**src/rtl/serial_subtractor_pkg.sv**
```systemverilog
// Shared definitions for the bit-serial subtractor: FSM state encoding and
// the signed-overflow rule applied when a result completes.
package serial_subtractor_pkg;

    typedef enum logic [1:0] {
        StIdle = 2'd0,
        StRun  = 2'd1,
        StDone = 2'd2
    } sub_state_e;

    // Overflow when operand signs differ and the result sign differs from the minuend.
    function automatic logic sub_ovf(input logic a_msb, input logic b_msb, input logic d_msb);
        return (a_msb ^ b_msb) & (a_msb ^ d_msb);
    endfunction

endpackage

```
**src/rtl/full_subtractor.sv**
```systemverilog
// Single-bit difference/borrow cell used once by the serial datapath.
module full_subtractor (
    input  logic x,
    input  logic y,
    input  logic bi,
    output logic diff,
    output logic bo
);

    assign diff = x ^ y ^ bi;
    assign bo   = (~x & y) | (~(x ^ y) & bi);

endmodule

```
**src/rtl/serial_subtractor.sv**
```systemverilog
// Bit-serial subtractor: one bit per clock, LSB first, through a single
// full_subtractor cell. Results are published only when an operation completes.
module serial_subtractor
    import serial_subtractor_pkg::*;
#(
    parameter int unsigned WIDTH = 8
) (
    input  logic             clk,
    input  logic             rst,
    input  logic             start,
    input  logic [WIDTH-1:0] a,
    input  logic [WIDTH-1:0] b,
    input  logic             bin,
    output logic             busy,
    output logic             done,
    output logic [WIDTH-1:0] d,
    output logic             bout,
    output logic             ovf
);

    localparam int unsigned CntW = $clog2(WIDTH + 1);
    localparam logic [CntW-1:0] LastCnt = CntW'(WIDTH - 1);

    sub_state_e       state_q, state_d;
    logic [CntW-1:0]  cnt_q, cnt_d;
    logic [WIDTH-1:0] a_q, a_d;
    logic [WIDTH-1:0] b_q, b_d;
    logic [WIDTH-1:0] res_q, res_d;
    logic             br_q, br_d;
    logic             a_msb_q, a_msb_d;
    logic             b_msb_q, b_msb_d;
    logic [WIDTH-1:0] d_q, d_d;
    logic             bout_q, bout_d;
    logic             ovf_q, ovf_d;
    logic             busy_q, busy_d;
    logic             done_q, done_d;

    logic             bit_diff;
    logic             bit_bo;
    logic [WIDTH-1:0] res_shift;

    full_subtractor u_fs (
        .x   (a_q[0]),
        .y   (b_q[0]),
        .bi  (br_q),
        .diff(bit_diff),
        .bo  (bit_bo)
    );

    // Result fills from the top so the LSB lands at bit 0 after WIDTH shifts.
    assign res_shift = {bit_diff, res_q[WIDTH-1:1]};

    always_comb begin
        state_d = state_q;
        cnt_d   = cnt_q;
        a_d     = a_q;
        b_d     = b_q;
        res_d   = res_q;
        br_d    = br_q;
        a_msb_d = a_msb_q;
        b_msb_d = b_msb_q;
        d_d     = d_q;
        bout_d  = bout_q;
        ovf_d   = ovf_q;

        case (state_q)
            StIdle: begin
                if (start) begin
                    a_d     = a;
                    b_d     = b;
                    br_d    = bin;
                    a_msb_d = a[WIDTH-1];
                    b_msb_d = b[WIDTH-1];
                    cnt_d   = '0;
                    state_d = StRun;
                end
            end
            StRun: begin
                a_d   = {1'b0, a_q[WIDTH-1:1]};
                b_d   = {1'b0, b_q[WIDTH-1:1]};
                res_d = res_shift;
                br_d  = bit_bo;
                cnt_d = cnt_q + CntW'(1);
                if (cnt_q == LastCnt) begin
                    d_d     = res_shift;
                    bout_d  = bit_bo;
                    ovf_d   = sub_ovf(a_msb_q, b_msb_q, bit_diff);
                    state_d = StDone;
                end
            end
            StDone: begin
                state_d = StIdle;
            end
            default: begin
                state_d = StIdle;
            end
        endcase

        busy_d = (state_d == StRun);
        done_d = (state_d == StDone);
    end

    always_ff @(posedge clk or posedge rst) begin
        if (rst) begin
            state_q <= StIdle;
            cnt_q   <= '0;
            a_q     <= '0;
            b_q     <= '0;
            res_q   <= '0;
            br_q    <= 1'b0;
            a_msb_q <= 1'b0;
            b_msb_q <= 1'b0;
            d_q     <= '0;
            bout_q  <= 1'b0;
            ovf_q   <= 1'b0;
            busy_q  <= 1'b0;
            done_q  <= 1'b0;
        end else begin
            state_q <= state_d;
            cnt_q   <= cnt_d;
            a_q     <= a_d;
            b_q     <= b_d;
            res_q   <= res_d;
            br_q    <= br_d;
            a_msb_q <= a_msb_d;
            b_msb_q <= b_msb_d;
            d_q     <= d_d;
            bout_q  <= bout_d;
            ovf_q   <= ovf_d;
            busy_q  <= busy_d;
            done_q  <= done_d;
        end
    end

    assign busy = busy_q;
    assign done = done_q;
    assign d    = d_q;
    assign bout = bout_q;
    assign ovf  = ovf_q;

endmodule

```
**config.mk**
```make
export PLATFORM = sky130hd
export DESIGN_NAME = serial_subtractor
export DESIGN_NICKNAME = d
export VERILOG_FILES = /design/src/rtl/serial_subtractor_pkg.sv /design/src/rtl/full_subtractor.sv /design/src/rtl/serial_subtractor.sv
export SDC_FILE = /design/constraint.sdc
export NUM_CORES = 1
export LEC_CHECK = 0
export CAP_MARGIN = 5
export CORE_UTILIZATION = 51
export DETAILED_ROUTE_END_ITERATION = 10
export GPL_TIMING_DRIVEN = 0
export PLACE_DENSITY = 0.77
export SYNTH_ARGS = -nofsm -noshare
export SYNTH_HDL_FRONTEND = slang
export SYNTH_SLANG_ARGS = --single-unit
```
**constraint.sdc**
```tcl
create_clock -name clk -period 1.61 [get_ports clk]
set_input_delay 0.322 -clock clk [delete_from_list [all_inputs] [get_ports clk]]
set_output_delay 0.322 -clock clk [all_outputs]
set_load 0.05 [all_outputs]
```
Yosys cells after proc, flatten, opt, wreduce, memory -nomap -nowiden
Cells that the tools add are included.
{"block": "word_totals", "word_cells": 45, "ff_bits": 45}
{"block": "classes", "eq_ne": 5, "add_sub_neg": 1, "muxes": 11, "reduce_logical": 5, "n_bitwise": 10}
{"op": "$pmux W8 S2", "n": 2}
{"op": "$mux W8", "n": 2}
{"op": "$pmux W4 S2", "n": 1}
{"op": "$reduce_and A2 Y1", "n": 3}
{"op": "$add A4 B1 Y4 const B", "n": 1}
{"op": "$eq A2 B1 Y1 const B", "n": 2}
{"op": "$eq A4 B3 Y1 const B", "n": 1}
{"op": "$mux W2", "n": 2}
{"op": "$mux W4", "n": 1}
{"op": "$pmux W2 S2", "n": 1}
{"op": "$xor A1 B1 Y1", "n": 4}
{"op": "$and A1 B1 Y1", "n": 3}
{"op": "$eq A2 B2 Y1 const B", "n": 1}
{"op": "$logic_not A2 Y1", "n": 1}
{"op": "$ne A2 B2 Y1 const B", "n": 1}
{"op": "$not A1 Y1", "n": 2}
{"op": "$pmux W1 S2", "n": 1}
{"op": "$reduce_bool A2 Y1", "n": 1}
{"op": "$mux W1", "n": 1}
{"op": "$or A1 B1 Y1", "n": 1}

Depth between registers and ports, before layout
{"block": "depth", "depth_word": 5, "ltp_mapped": 5, "depth_no_buf": 5}

Modules after synthesis
From an unflattened synthesis, not the netlist that was laid out.
{"block": "hier_totals", "cells_unflattened": 180, "area_unflattened_um2": 1968.1}
{"mod": "serial_subtractor", "area_per_inst_um2": 1936.9, "instances": 1, "cells_each": 176}
{"mod": "full_subtractor", "area_per_inst_um2": 31.3, "instances": 1, "cells_each": 4}

Worst setup path before layout
No wires, ideal clock.
{"block": "synth_timing", "path_type": "register to register", "start": "register cnt_q[0]", "end": "register d_q[0], in the netlist d[0]", "t_required_ns": 1.485, "synth_period_minus_slack_ns": 1.474, "setup_slack_ns": 0.136, "n_path_buf": 1, "setup_ns": 0.125, "t_arrival_ns": 1.349, "stages_incl_launch_ff": 6, "cell_sequence": "dfrtp_1 > ha_1 > nand2_1 > nor3b_2 > buf_4 > mux2_2"}
{"block": "synth_via", "elab_chain_len": 2}
{"item": "start, declared", "line_no": "serial_subtractor.sv:25", "source": "logic [CntW-1:0] cnt_q, cnt_d;"}
{"item": "start signal, assigned", "line_no": "serial_subtractor.sv:120", "source": "cnt_q <= cnt_d;"}
{"item": "$eq A4 B3 Y1", "line_no": "serial_subtractor.sv:84", "source": "if (cnt_q == LastCnt) begin"}
{"item": "$reduce_and A2 Y1 (no source line)"}
{"item": "end signal, assigned", "line_no": "serial_subtractor.sv:113", "source": "d_q <= '0;"}
{"item": "end signal, assigned", "line_no": "serial_subtractor.sv:127", "source": "d_q <= d_d;"}
{"item": "end, declared", "line_no": "serial_subtractor.sv:32", "source": "logic [WIDTH-1:0] d_q, d_d;"}
No other way between the ends.
A chain may end at the register's enable or synchronous reset.

Worst setup path after layout
{"block": "layout_timing", "start": "register cnt_q[1]", "end": "register d_q[2], in the netlist d[2]"}
The elaborated chain is that of the path after synthesis.

==> impl_metrics.yaml <==
layout:
  final_nets: 215
  final_area_sq_um: 2330
  multi_input_area_sq_um: 686
  antenna_cells: 0
  final_layout_size_suffix_gt1_share_pct: 23.2
  final_cells: 240
  seqCellArea_sq_um: 1100
  fillers: 273
  syn_to_final_growth_pct: 27.6
clock_tree:
  cts_buffers: 5
  cts_buffer_depth: 2
  clockRootBuffer: "clkbuf_4"
  h-tree-depth: 2
  clkTransAtPathRegs_ns: 0.13
  cts_hold_buf: 0
  cts_tree: "built"
  clk_latency_ns: 0.35
  cts.sinks: 44
critical_path:
  crit_family: "flip-flops"
  crit_chain: "ha_4 -> nand2_2 -> nor3b_4 -> buf_4 -> mux2_2"
  worst-setup-path-type: "reg -> reg"
  cp.arrival_ns: 1.81
  cp.required_ns: 1.86
  critPathSlowestCell: "dfrtp_1"
  path_buf_inv: 1
  cp_slowest_stage_delay_ns: 0.42
  crit_fanout: 4
  worstSetupStartpointType: "flop"
  endpoint_kind: "flop"
synth:
  synth_cells: 149
  synth-seq-cells: 44
  seq_area_frac_synth_pct: 60.3
  avgSynthCellArea_sq_um: 12.3
  synth_fp_nets: 171
  synthesis.area_sq_um: 1830
  synth-warning-count: 0
  synth_cell_types: 25
global_route:
  grt_max_degree: 45
  antenna_found_initial: 0
  grt_pass1_wl_microns: 5580
  grt_use_total_pct: 20.4
  grt-ovfl-total: 0
  grt_pass1_vias: 1260
sta:
  slew_headroom_pct: 40.6
  finalHoldViolCount: 0
  fmax_ghz: 0.639
  min_period_ns: 1.57
  final.period_utilization_pct: 97.2
  drv_slew: 0
  setup_viol: 0
  skew_ns: 0.0159
  tightest_slew_ns: 0.890
  fin_ws_ns: 0.0443
  fin_hold_ws_ns: 0.462
  tns_ns: 0
  rsz0062_at_grt: "true"
placement:
  io_buffers: 31
  placedCellCount: 226
  post-place-ws_ns: -0.303
  gp_routability_congestion: 0.776
  place_area_sq_um: 2190
  hpwl_microns: 2420
power_and_ir_drop:
  switching_power_mw: 1.72
  p_per_area_nw_per_um2: 1910
  seq_power_share_pct: 41.3
  vdd_drop_max_v: 0.00101
  switching_share_pct: 38.7
  p_int_mw: 2.73
  clkPwrFrac_pct: 15.1
  p_comb_share_pct: 43.6
  leakagePower_nw: 1.02
floorplanning:
  die_area_sq_um: 3830
  die_x_microns: 61.9
  core_sq_um: 3390
  num_rows: 21
  io_pins: 32
  initial_core_util_pct: 53.9
  die_h_microns: 61.9
drt:
  drt-vias-per-instance: 5.43
  wl_per_cell_microns: 14.6
  drc: 0
  ant_nets: 0
  firstDrtPassIters: 4
  wl_microns: 3510
  via_count: 1304
  first_iter_violations: 75
worst_hold_path:
  hp-class: "in -> async"
run:
  max-cap-violations: 0
run_status:
  outcome: "completed"
## cell usage in the layout, fill, tap and decap left out
cell / n
a31oi_1: 1
clkinv_2: 1
nor2b_1: 2
nand3_1: 1
dfrtp_1: 44
o21ai_0: 13
nand2b_1: 2
clkbuf_2: 2
clkdlybuf4s50_1: 19
mux2i_1: 2
a21oi_1: 3
dlygate4sd2_1: 3
inv_2: 2
nand2_1: 15
o22ai_1: 3
nor3b_4: 1
clkbuf_4: 5
and2b_1: 2
buf_2: 4
clkbuf_1: 5
a41oi_1: 1
nor2_1: 3
o21bai_1: 1
ha_4: 1
a22o_1: 4
clkdlybuf4s15_1: 7
bufinv_16: 1
inv_1: 2
buf_4: 6
mux2_2: 19
fa_1: 1
a22oi_1: 14
nand2_2: 1
buf_6: 1
nor3b_1: 1
clkinvlp_4: 1
## logic make-up after synthesis
kind of cell    Yosys count  share of synthesized area, %
compound gates           40                          14.3
mux                      21                          12.8
flops                    44                          60.3
fa+ha+maj                 2                          1.78
buf+inv                  14                          3.36
simple gates             28                          7.47
## flip-flops by register name, summed over array words and instances, names as in the netlist
name and cells:
a_q 8, a_msb_q 1, state_q 2, d 8
res_q 7, ovf 1, b_msb_q 1, cnt_q 4
br_q 1, done 1, busy 1, bout 1
b_q 8
## what timing repair did
action / 4_1_cts / 5_1_grt
setup buffers: 2 / 3
pin swaps: 0 / 3
endpoints found under the setup margin: 20 / 17
cloned: 0 / 1
gates resized for setup: 13 / 17
## synthesized netlist by cell type, drive strengths merged
cell type	n	area share (%)
a41oi	1	0.48
fa	1	1.1
a22oi	14	5.8
nand2b	2	0.68
mux2	19	12
nand3	1	0.27
clkbuf	5	1.0
a21oi	3	0.82
a22o	4	1.9
nor2	3	0.62
a31oi	1	0.34
dfrtp	44	60
ha	1	0.68
nand2	16	3.3
o22ai	3	1.0
o21ai	13	3.6
nor2b	2	0.68
nor3b	2	1.1
inv	4	0.82
buf	5	1.5
o21bai	1	0.41
mux2i	2	1.1
and2b	2	0.82
## power groups by stage
stage	Combinational, mW	Sequential [mW]	Clock (mW)
finish	1.94	1.84	0.673
detailed placement	1.89	1.86	0
global route	2.11	1.91	0.732
floorplan	0.932	2.24	0
global placement	1.83	1.83	0
CTS	1.86	1.81	0.692
## worst paths after layout
check / from / to / slack [ns] / cells after the start
min in group clk: a_q[3]$_DFFE_PP0P_ / a_q[3]$_DFFE_PP0P_ / 0.49 / 2
setup / recovery: cnt_q[1]$_DFFE_PP0P_ / d[2]$_DFFE_PP0P_ / 0.04 / 5
hold / removal: rst / b_q[0]$_DFFE_PP0P_ / 0.46 / 2
setup reg to reg: cnt_q[1]$_DFFE_PP0P_ / d[2]$_DFFE_PP0P_ / 0.04 / 5
max in group asynchronous: rst / a_q[1]$_DFFE_PP0P_ / 0.58 / 2
hold reg to reg: a_q[3]$_DFFE_PP0P_ / a_q[3]$_DFFE_PP0P_ / 0.49 / 2
## routing by layer
layer  track usage (%)  wire (microns)
met1              26.9            1580
met2              33.8            1780
met3              3.73             141
met4              7.62              12
met5                 0               0
## cell type report
cell class	count	share of cell area, %
clock inverters	3	1.83
multi-input cells	91	29.4
flip-flops and latches	44	47.2
clock buffers	5	1.61
well taps	46	2.47
inverters	4	0.644
plain buffers	10	2.15
repair buffers	37	14.7
## metrics by stage
| step | utilization [%] | power (mW) |
|---|---|---|
| detailed placement | 64.7 | 3.75 |
| global route | 68.8 | 4.75 |
| finish | 68.8 | 4.45 |
| CTS | 67.2 | 4.37 |
| floorplan | - | 3.17 |
| global placement | 64.7 | 3.66 |
Power figures use the tool's default switching activity.
